==> config.mk <==
export PLATFORM = sky130hd
export DESIGN_NAME = vend_session_arbiter
export DESIGN_NICKNAME = d
export VERILOG_FILES = /design/src/rtl/vend_pkg.sv /design/src/rtl/rr_arb2.sv /design/src/rtl/vend_session_arbiter.sv
export SDC_FILE = /design/constraint.sdc
export NUM_CORES = 1
export LEC_CHECK = 0
export ABC_CLOCK_PERIOD_IN_PS = 4100
export BUFFER_PORTS_ARGS = -buffer_cell sky130_fd_sc_hd__buf_4
export CORE_MARGIN = 3
export CORE_UTILIZATION = 55
export CTS_CLUSTER_SIZE = 30
export DETAILED_ROUTE_END_ITERATION = 16
export GPL_ROUTABILITY_DRIVEN = 0
export PLACE_DENSITY_LB_ADDON = 0.25
export SLEW_MARGIN = 5
export SYNTH_ARGS = -nofsm -noshare
export SYNTH_HDL_FRONTEND = slang
export SYNTH_SLANG_ARGS = --single-unit
==> constraint.sdc <==
create_clock -name clk -period 4.1 [get_ports clk]
set_clock_uncertainty 0.2 [all_clocks]
set_input_delay 0.82 -clock clk [delete_from_list [all_inputs] [get_ports clk]]
set_output_delay 0.82 -clock clk [all_outputs]
set_load 0.02 [all_outputs]
==> src/rtl/vend_pkg.sv <==
// Shared definitions for the vending session controller and its datapath.
package vend_pkg;

  typedef enum logic [1:0] {
    IDLE    = 2'd0,
    COLLECT = 2'd1,
    VEND    = 2'd2,
    REFUND  = 2'd3
  } state_t;

  localparam int unsigned PRICE_DEF    = 40;
  localparam int unsigned COIN_W_DEF   = 5;
  localparam int unsigned CREDIT_W_DEF = 7;
  localparam int unsigned TIMEOUT_DEF  = 15;
  localparam int unsigned TIMER_W      = 8;

endpackage

==> src/rtl/rr_arb2.sv <==
// Two-requester round-robin picker; the buyer not served last wins a tie.
module rr_arb2 (
  input  logic [1:0] req,
  input  logic       last_served,
  output logic [1:0] grant
);

  always_comb begin
    grant = '0;
    case (req)
      2'b01:   grant = 2'b01;
      2'b10:   grant = 2'b10;
      2'b11:   grant = last_served ? 2'b01 : 2'b10;
      default: grant = '0;
    endcase
  end

endmodule

==> src/rtl/vend_session_arbiter.sv <==
// Grants one buyer at a time, accumulates its coins and sequences vend or refund.
module vend_session_arbiter
  import vend_pkg::*;
#(
  parameter int unsigned PRICE    = PRICE_DEF,
  parameter int unsigned COIN_W   = COIN_W_DEF,
  parameter int unsigned CREDIT_W = CREDIT_W_DEF,
  parameter int unsigned TIMEOUT  = TIMEOUT_DEF
) (
  input  logic                clk,
  input  logic                reset,
  input  logic [1:0]          req,
  input  logic [COIN_W-1:0]   coin0,
  input  logic [COIN_W-1:0]   coin1,
  input  logic [1:0]          coin_valid,
  output logic [1:0]          coin_ready,
  output logic [1:0]          grant,
  output logic [CREDIT_W-1:0] credit,
  output logic                vend,
  output logic                refund,
  output logic [CREDIT_W-1:0] change,
  output logic                change_valid,
  output logic                busy
);

  localparam logic [CREDIT_W-1:0] PRICE_C    = CREDIT_W'(PRICE);
  localparam logic [TIMER_W-1:0]  TIMER_LAST = TIMER_W'(TIMEOUT - 1);

  state_t              state, state_n;
  logic [TIMER_W-1:0]  timer, timer_n;
  logic                last_served, last_n;
  logic [1:0]          grant_n, arb_grant;
  logic [CREDIT_W-1:0] credit_n, change_n, sum;
  logic [COIN_W-1:0]   coin_g;
  logic                vend_n, refund_n, chv_n, busy_n;
  logic                accept, req_g;

  rr_arb2 u_arb (
    .req         (req),
    .last_served (last_served),
    .grant       (arb_grant)
  );

  assign coin_ready = (state == COLLECT) ? grant : '0;
  assign coin_g     = grant[1] ? coin1 : coin0;
  assign accept     = |(coin_valid & coin_ready);
  assign sum        = credit + CREDIT_W'(coin_g);
  assign req_g      = |(req & grant);

  always_comb begin
    state_n  = state;
    grant_n  = grant;
    credit_n = credit;
    timer_n  = timer;
    last_n   = last_served;
    vend_n   = 1'b0;
    refund_n = 1'b0;
    change_n = change;
    chv_n    = 1'b0;
    case (state)
      IDLE: begin
        if (|req) begin
          state_n  = COLLECT;
          grant_n  = arb_grant;
          credit_n = '0;
          timer_n  = '0;
        end
      end
      COLLECT: begin
        if (accept) credit_n = sum;
        // Price first, then abort, then idle timeout; a zero coin does not count as activity.
        if (accept && (sum >= PRICE_C)) begin
          state_n  = VEND;
          vend_n   = 1'b1;
          chv_n    = 1'b1;
          change_n = sum - PRICE_C;
        end else if (!req_g) begin
          state_n  = REFUND;
          refund_n = 1'b1;
          chv_n    = 1'b1;
          change_n = credit_n;
        end else if (accept && (coin_g != '0)) begin
          timer_n = '0;
        end else if (timer == TIMER_LAST) begin
          state_n  = REFUND;
          refund_n = 1'b1;
          chv_n    = 1'b1;
          change_n = credit_n;
        end else begin
          timer_n = timer + 1'b1;
        end
      end
      VEND, REFUND: begin
        state_n  = IDLE;
        grant_n  = '0;
        credit_n = '0;
        timer_n  = '0;
        last_n   = grant[1];
      end
      default: state_n = IDLE;
    endcase
    busy_n = (state_n != IDLE);
  end

  always_ff @(posedge clk or negedge reset) begin
    if (!reset) begin
      state        <= IDLE;
      grant        <= '0;
      credit       <= '0;
      timer        <= '0;
      last_served  <= 1'b1;
      vend         <= 1'b0;
      refund       <= 1'b0;
      change       <= '0;
      change_valid <= 1'b0;
      busy         <= 1'b0;
    end else begin
      state        <= state_n;
      grant        <= grant_n;
      credit       <= credit_n;
      timer        <= timer_n;
      last_served  <= last_n;
      vend         <= vend_n;
      refund       <= refund_n;
      change       <= change_n;
      change_valid <= chv_n;
      busy         <= busy_n;
    end
  end

endmodule

-- Word-level counts from Yosys, hierarchy flattened
Cells that the tools add are included.
- bits of input ports: 16
- flip-flop bits (word level): 31
- output and inout port bits: 22
- add/subtract/negate cells: 3
- bitwise operators: 2
- eq/ne operators: 13
- mux-type cells: 34
- magnitude comparators: 1
- reductions and logical operators: 13
- operator list (operator ; count):
    2-to-1 mux 7 bit ; 6
    2-to-1 mux 8 bit ; 5
    case mux 8 bit (3 select lines) ; 1
    case mux 7 bit (3 select lines) ; 1
    2-to-1 mux 2 bit ; 8
    case mux 2 bit (3 select lines) ; 2
    2-to-1 mux 1 bit ; 9
    adder 8 x 1 -> 8 bit, second input constant ; 1
    equality test 2 bit, second input constant ; 4
    equality test 8 x 4 -> 1 bit, second input constant ; 1
    OR reduction 2 bit ; 4
    adder 7 x 5 -> 7 bit ; 1
    greater-or-equal comparator 7 x 6 -> 1 bit, second input constant ; 1
    subtractor 7 x 6 -> 7 bit, second input constant ; 1
    inequality test 2 bit, second input constant ; 3
    inequality test 3 bit, second input constant ; 2
    2-to-1 mux 5 bit ; 1
    nonzero test 5 bit ; 1
    bitwise AND 2 bit ; 2
    equality test 2 x 1 -> 1 bit, second input constant ; 2
    case mux 2 bit (2 select lines) ; 1
    AND reduction 4 bit ; 1
    nonzero test 2 bit ; 2
    inequality test 3 x 1 -> 1 bit, second input constant ; 1
    4 further kinds ; 5

-- Depth between registers and ports, before layout
Gate-level depths: netlist (run 1).
- depth after elaboration: 10
- depth in mapped cells: 15
- depth with buffers taken out: 14

-- By module
From an unflattened synthesis (run 1), not the netlist that was laid out.
- cells, all modules: 204
- area, all modules: 1939.4 um2
- by module, submodules not included (module ; times used ; seq. area each (um2) ; cells an instance ; area an instance (um2)):
    vend_session_arbiter ; 1 ; 777.0 ; 201 ; 1920.6
    rr_arb2 ; 1 ; 0.0 ; 3 ; 18.8

-- Least setup slack after synthesis (run 1)
Ideal clock, no wire load.
- kind: in2reg
- start point: input coin1[0]
- end point: register timer[2]
- required time: 3774 ps
- slack: 558 ps
- arrival: 3216 ps
- cell stages on the path: 13
- library setup time: 126 ps
- cell sequence: mux2_2 -> ha_1 -> inv_1 -> fa_1 -> nand2b_1 -> a21oi_1 -> xnor2_1 -> ha_1 -> inv_1 -> a31oi_2 -> o221a_4 -> nand2b_4 -> a221o_1
- word-level cells in the longest chain between the ends: 7
- RTL lines (element ; RTL line ; RTL):
    from (decl) ; vend_session_arbiter.sv:14 ; input logic [COIN_W-1:0] coin1,
    2-to-1 mux 5 bit * ; vend_session_arbiter.sv:45 ; assign coin_g = grant[1] ? coin1 : coin0;
    parallel branches: the longest is 6 deep, another holds adder 7 x 5 -> 7 bit ; - ;
    to (signal assigned) ; vend_session_arbiter.sv:121 ; timer <= timer_n;
    to (decl) ; vend_session_arbiter.sv:30 ; logic [TIMER_W-1:0] timer, timer_n;
Every way passes the cells marked *. The select of a mux whose other input is x is not followed.
A chain may end at the register's enable or synchronous reset.

-- Final worst setup path (run 1)
- start point: register grant[1]
- end point: register timer[4]
- word-level cells in the longest chain between the ends: 8
- RTL lines (element ; RTL line ; RTL):
    from (decl) ; vend_session_arbiter.sv:17 ; output logic [1:0] grant,
    from (signal assigned) ; vend_session_arbiter.sv:119 ; grant <= grant_n;
    parallel branches: the longest is 8 deep, another holds adder 7 x 5 -> 7 bit ; - ;
Parallel ways; which one is timed is not known. The select of a mux whose other input is x is not followed.

==> results.md, run 1 <==
- Status: finished clean
- Startpoint types: flop
- Syn Std Cell Area: 1940 µm²
- Endpoints failing hold: 0
- TritonCTS Buffers: 5
- Multi-input gate area: 1070 µm²
- Yosys reg bits: 31
- Syn_nets: 229
- CTS H-Tree Depth: 2
- Register area share after synthesis: 0.401
- Area growth from synthesis to layout: 18.5%
- Pre-CTS WS: 0.0707 ns
- Clock transition at path regs: 0.09 ns
- Max stage delay on crit path: 0.61 ns
- R2R cell count: 13
- Drt first pass iters: 4
- CP endpoint kind: flop
- Worst skew pair latency: 0.33 ns
- Crit path time final: 3.78 ns
- Grt ovf: 0
- Crit path kind: flop to flop
- Layout cell share with drive strength beyond 1: 0.287
- Die Span X: 65.4 µm
- Syn avg cell area: 9.50 µm²
- Sequential Area: 777 µm²
- I/O pin total: 38
- TNS Setup: 0 ns
- Ranking of synthesized cells by area: dfrtp_1 39%, ha_1 5.2%, nor2_1 4.5%, mux2_2 4.1%, nand2_1 4.1%
- GRT Total Usage: 0.212
- Synth Instances: 204
- Largest area contributor in the netlist: dfrtp_1
- LEAKAGE: 1.07 nW
- CTS max path bufs: 2
- Post-synth EDFFs: 0
- Ys Warns: 0
- Min Hold Slack: 0.201 ns
- Root Driver: clkbuf_4
- Drt wl/cell: 14.6 µm
- Fin util: 0.717
- Crit-path cells: mux2i_1, inv_1, ha_1, a211oi_1, nor2_1, xor2_1, inv_1, ha_1, inv_1, a31oi_2, o221a_4, nand2b_4, a221o_1
- Via-to-Cell Ratio: 5.70
- # setup viols final: 0
- # DRC: 0
- DP HPWL: 3190 µm
- Crit path DAT: 3.79 ns
- Routed vias: 1641
- FFs w/ async S/R, synth: 1.00
- DIE HEIGHT: 65.4 µm
- CTS tree: built
- Peak supply drop: 0.468 mV
- DR iter-0 viols: 107
- Pwr Density: 753 nW/µm²
- Max Clock Freq: 265 MHz
- Initial antenna violation count: 0
- Post-route ant nets: 0
- Core box area: 3200 µm²
- Via count of the first global-routing pass: 1591
- R2R Path Start: grant[1]
- Highest routed metal layer: met4
- Final net count: 269
- Post-CTS resize count: 0
- Reg2Reg Setup Slack: 0.32 ns
- Post-CTS Setup Inserts: 0
- CP max-delay cell: dfrtp_1
- Max-cap violations: 0
- Initial Util: 0.605
- Main synth FF type: dfrtp_1
- Distinct cells, synth: 51
- Top cell type's share of synthesized area: 0.387
- Post-Route WL: 4200 µm
- Largest net degree at the start of global routing: 32
- First-pass GRT wire length: 7050 µm
- Cell Rows: 20
- R2r endpoint: timer[4]
- Max_slew headroom: 0.362
- Ant. Diodes: 0
- Crit path required time: 4.12 ns
- Hold Crit Class: primary input to asynchronous set/reset pin
- # fillers: 254
- CTS Sinks: 31
- Fin worst setup slack: 0.321 ns
- CP startpoint: grant[1]
- Met3 WL: 190 µm
- Slew Limit Fails: 0
- CTS Hold Buffers Added: 0
- Top cell by count, worst path: inv_1
- Metal2 WL: 1970 µm
- Worst slew pin tran: 0.948 ns
- RSZ-0062 raised after global routing: no
- IO buf count: 37
- CP Max Fanout: 13
- Met1 Wirelength: 1980 µm
- Die area: 4270 µm²
- Total Power: 1.73 mW
- Crit share post-route: 0.922
## synthesized netlist by cell type, types with 2 or more instances
| master | n |
|---|---|
| inv_1 | 11 |
| buf_6 | 3 |
| ha_1 | 8 |
| clkbuf_1 | 2 |
| nand2b_4 | 2 |
| nand2b_1 | 3 |
| nor3b_1 | 4 |
| o21ai_0 | 14 |
| a221o_1 | 6 |
| a211oi_1 | 3 |
| or2_2 | 3 |
| and2_1 | 2 |
| a32oi_1 | 2 |
| mux2_2 | 7 |
| o31ai_1 | 2 |
| xnor2_1 | 3 |
| dfrtp_1 | 30 |
| nor4_1 | 2 |
| a31oi_1 | 2 |
| nand2_1 | 21 |
| xor2_1 | 2 |
| nor3_1 | 7 |
| nor2b_1 | 2 |
| nor2_1 | 23 |
| a22o_1 | 2 |
| inv_2 | 2 |
| mux2i_1 | 2 |
| a22oi_1 | 3 |
| a21o_1 | 2 |
| a21oi_1 | 5 |
| nand3_1 | 4 |
## critical path: cells and delay by family (launching register included)
kind                     cells  cell delay [ns]
multiplexers                 1             0.37
AO/OA/AOI/OAI                4             1.29
XOR/XNOR                     1             0.18
adder cells (fa/ha/maj)      2             0.52
flip-flops                   1             0.61
AND/OR/NAND/NOR              2             0.22
buffers and inverters        3             0.28
## registers in the layout, summed over array words and instances (netlist names)
register	flops
busy	1
refund	1
credit	7
change	7
last_served	1
state	2
timer	8
change_valid	1
vend	1
grant	2
## report_power, final
| group | total (mW) | internal (mW) | switching, mW |
|---|---|---|---|
| sequential | 0.522 | 0.410 | 0.112 |
| combinational | 1.03 | 0.429 | 0.600 |
| clock | 0.178 | 0.0793 | 0.0991 |
| total | 1.73 | 0.919 | 0.811 |
## stage by stage
step | area [µm²] | instances
global placement | 2240 | 281
detailed placement | 2240 | 281
global route | 2300 | 288
CTS | 2300 | 288
finish | 2300 | 288
floorplan | 1940 | 204
## cells in the final DEF, fill, tap and decap left out, types with 3 or more instances in the layout
cell type	n
nand2b_1	3
clkbuf_4	5
a21oi_1	5
a211oi_1	3
ha_1	8
a221o_1	6
nor3b_1	4
mux2_2	7
inv_1	11
a22oi_1	3
nor3_1	7
nor2_1	23
dfrtp_1	30
buf_4	39
nand2_1	21
xnor2_1	3
nand3_1	4
or2_2	3
o21ai_0	14
## kinds of logic (layout without fill, tap and decap cells)
family | count (synthesis) | in the layout | synth area share
simple gates | 81 | 81 | 0.216
compound gates | 50 | 50 | 0.198
flops | 31 | 31 | 0.401
buf+inv | 19 | 59 | 0.0491
fa+ha+maj | 9 | 9 | 0.0620
mux | 9 | 9 | 0.0510
xor+xnor | 5 | 5 | 0.0226
## layer usage
metal / GRT usage / up-vias
met2: 0.349 / 41
met5: 0 / -
met4: 0.0777 / 0
met3: 0.0444 / 5
met1: 0.275 / 779
li1: - / 816
## final cells by class
class                           instances  area share
Clock inverter                          1     0.00218
Timing Repair Buffer                   39       0.128
Inverter                               13      0.0213
Multi-Input combinational cell        154       0.464
Sequential cell                        31       0.338
Tap cell                               44      0.0240
Clock buffer                            6      0.0223
## worst max-delay path by stage
stage	to	slack [ns]
after floorplan	timer[2]	0.56
after global placement	timer[4]	0.23
after detailed placement	timer[5]	0.07
after CTS	timer[5]	0.30
after global routing	timer[6]	0.02
final	timer[4]	0.32
Note: power is estimated with default switching activity, not from simulation.
==> run 2: changes to the inputs <==
Settings changed: REMOVE_ABC_BUFFERS from default to 1.
==> results.md, run 2 (synthesis results as in run 1) <==
- Status: finished clean
- Post-CTS Setup Inserts: 0
- I/O pin total: 38
- # DRC: 0
- Via count of the first global-routing pass: 1516
- CP startpoint: coin1[1]
- TNS Setup: 0 ns
- Startpoint types: primary input
- Post-route ant nets: 0
- Initial antenna violation count: 0
- Final std cells w/o fill: 290
- Crit path required time: 4.11 ns
- Initial Util: 0.605
- # setup viols final: 0
- Ant. Diodes: 0
- LEAKAGE: 1.07 nW
- Area growth from synthesis to layout: 18.5%
- Max Clock Freq: 268 MHz
- Crit path kind: primary input to flop
- Peak supply drop: 0.437 mV
- Crit path DAT: 3.73 ns
- Grt ovf: 0
- Core box area: 3200 µm²
- Total Power: 1.72 mW
- Post-CTS resize count: 0
- R2R Path Start: grant[1]
- CTS tree: built
- RSZ-0062 raised after global routing: no
- GRT Total Usage: 0.217
- CTS Hold Buffers Added: 0
- Largest register by flop count: timer
- Placed cell count: 282
- IO buf count: 37
- Via-to-Cell Ratio: 5.59
- CTS Sinks: 31
- Die area: 4270 µm²
- Commonest non-fill, non-tap cell in the layout: buf_4
- Drt first pass iters: 4
- Drt wl/cell: 14.6 µm
- DIE HEIGHT: 65.4 µm
- Routed vias: 1620
- Root Driver: clkbuf_4
- Endpoints failing hold: 0
- DR iter-0 viols: 68
- Worst skew pair latency: 0.32 ns
- CTS max path bufs: 2
- Clock transition at path regs: 0.09 ns
- Max-cap violations: 0
- Crit share post-route: 0.909
- Layout cell share with drive strength beyond 1: 0.285
- CTS H-Tree Depth: 2
- Die Span X: 65.4 µm
- Max_slew headroom: 0.315
- CP endpoint kind: flop
- Hold Crit Class: primary input to asynchronous set/reset pin
- TritonCTS Buffers: 5
- Pwr Density: 748 nW/µm²
- DP HPWL: 3330 µm
- Top flop regs: timer: 8 flops, change: 7 flops, credit: 7 flops
- Slew Limit Fails: 0
- CP Max Fanout: 13
- Worst slew pin tran: 1.02 ns
- Largest register FFs: 8
- Post-Route WL: 4230 µm
- Commonest non-fill, non-tap cells in the layout: 40 x buf_4, 30 x dfrtp_1, 23 x nor2_1
- Cell Rows: 20
- Final net count: 270
- Crit path time final: 3.73 ns
- Largest net degree at the start of global routing: 32
- First-pass GRT wire length: 7070 µm
run 2: layout make-up:
| class | count | area, µm² |
|---|---|---|
| Clock inverter | 1 | 5.00 |
| Inverter | 13 | 48.8 |
| Fill cell | 261 | 906 |
| Multi-Input combinational cell | 154 | 1070 |
| Sequential cell | 31 | 777 |
| Tap cell | 44 | 55.1 |
| Timing Repair Buffer | 40 | 300 |
| Clock buffer | 7 | 45.0 |
run 2: path summary, 6_finish.rpt:
kind	to	slack [ns]	cells after the start
min	state[1]	0.21	1
min in group clk	change[1]	0.31	2
max	timer[5]	0.37	14
min reg2reg	change[1]	0.31	2
max reg2reg	timer[5]	0.38	13
max in group asynchronous	last_served	3.18	1
run 2: per-layer routing:
metal,vias to the layer above,share of wire,global-route usage
met5,-,0,0
met3,7,0.052,0.0615
met1,746,0.47,0.279
met2,44,0.47,0.349
li1,823,-,-
met4,0,0.0090,0.0751
run 2: power by group:
part           internal (mW)  switching (mW)  total (mW)
sequential             0.410           0.105       0.515
clock                 0.0667          0.0952       0.162
combinational          0.431           0.611        1.04
total                  0.907           0.811        1.72
run 2: worst max-delay path, stage by stage:
cell,delay [ns]
buf_4,0.11
mux2i_1,0.30
inv_1,0.08
ha_1,0.27
a211oi_1,0.39
nor2_1,0.11
xor2_1,0.18
inv_1,0.14
ha_1,0.21
inv_1,0.07
a31oi_2,0.21
o221a_4,0.35
nand2b_4,0.11
a221o_1,0.36
run 2: stage by stage:
| step | util | cell area [µm²] | hold WS [ns] | worst slack (ns) |
|---|---|---|---|---|
| 3_5_place_dp | 0.702 | 2250 | 0.283 | 0.0449 |
| 3_3_place_gp | 0.702 | 2250 | 0.298 | 0.236 |
| 5_1_grt | 0.717 | 2300 | 0.216 | 0.134 |
| 6_report | 0.717 | 2300 | 0.209 | 0.374 |
| 2_1_floorplan | - | 1890 | 0.298 | 0.501 |
| 4_1_cts | 0.717 | 2300 | 0.209 | 0.394 |
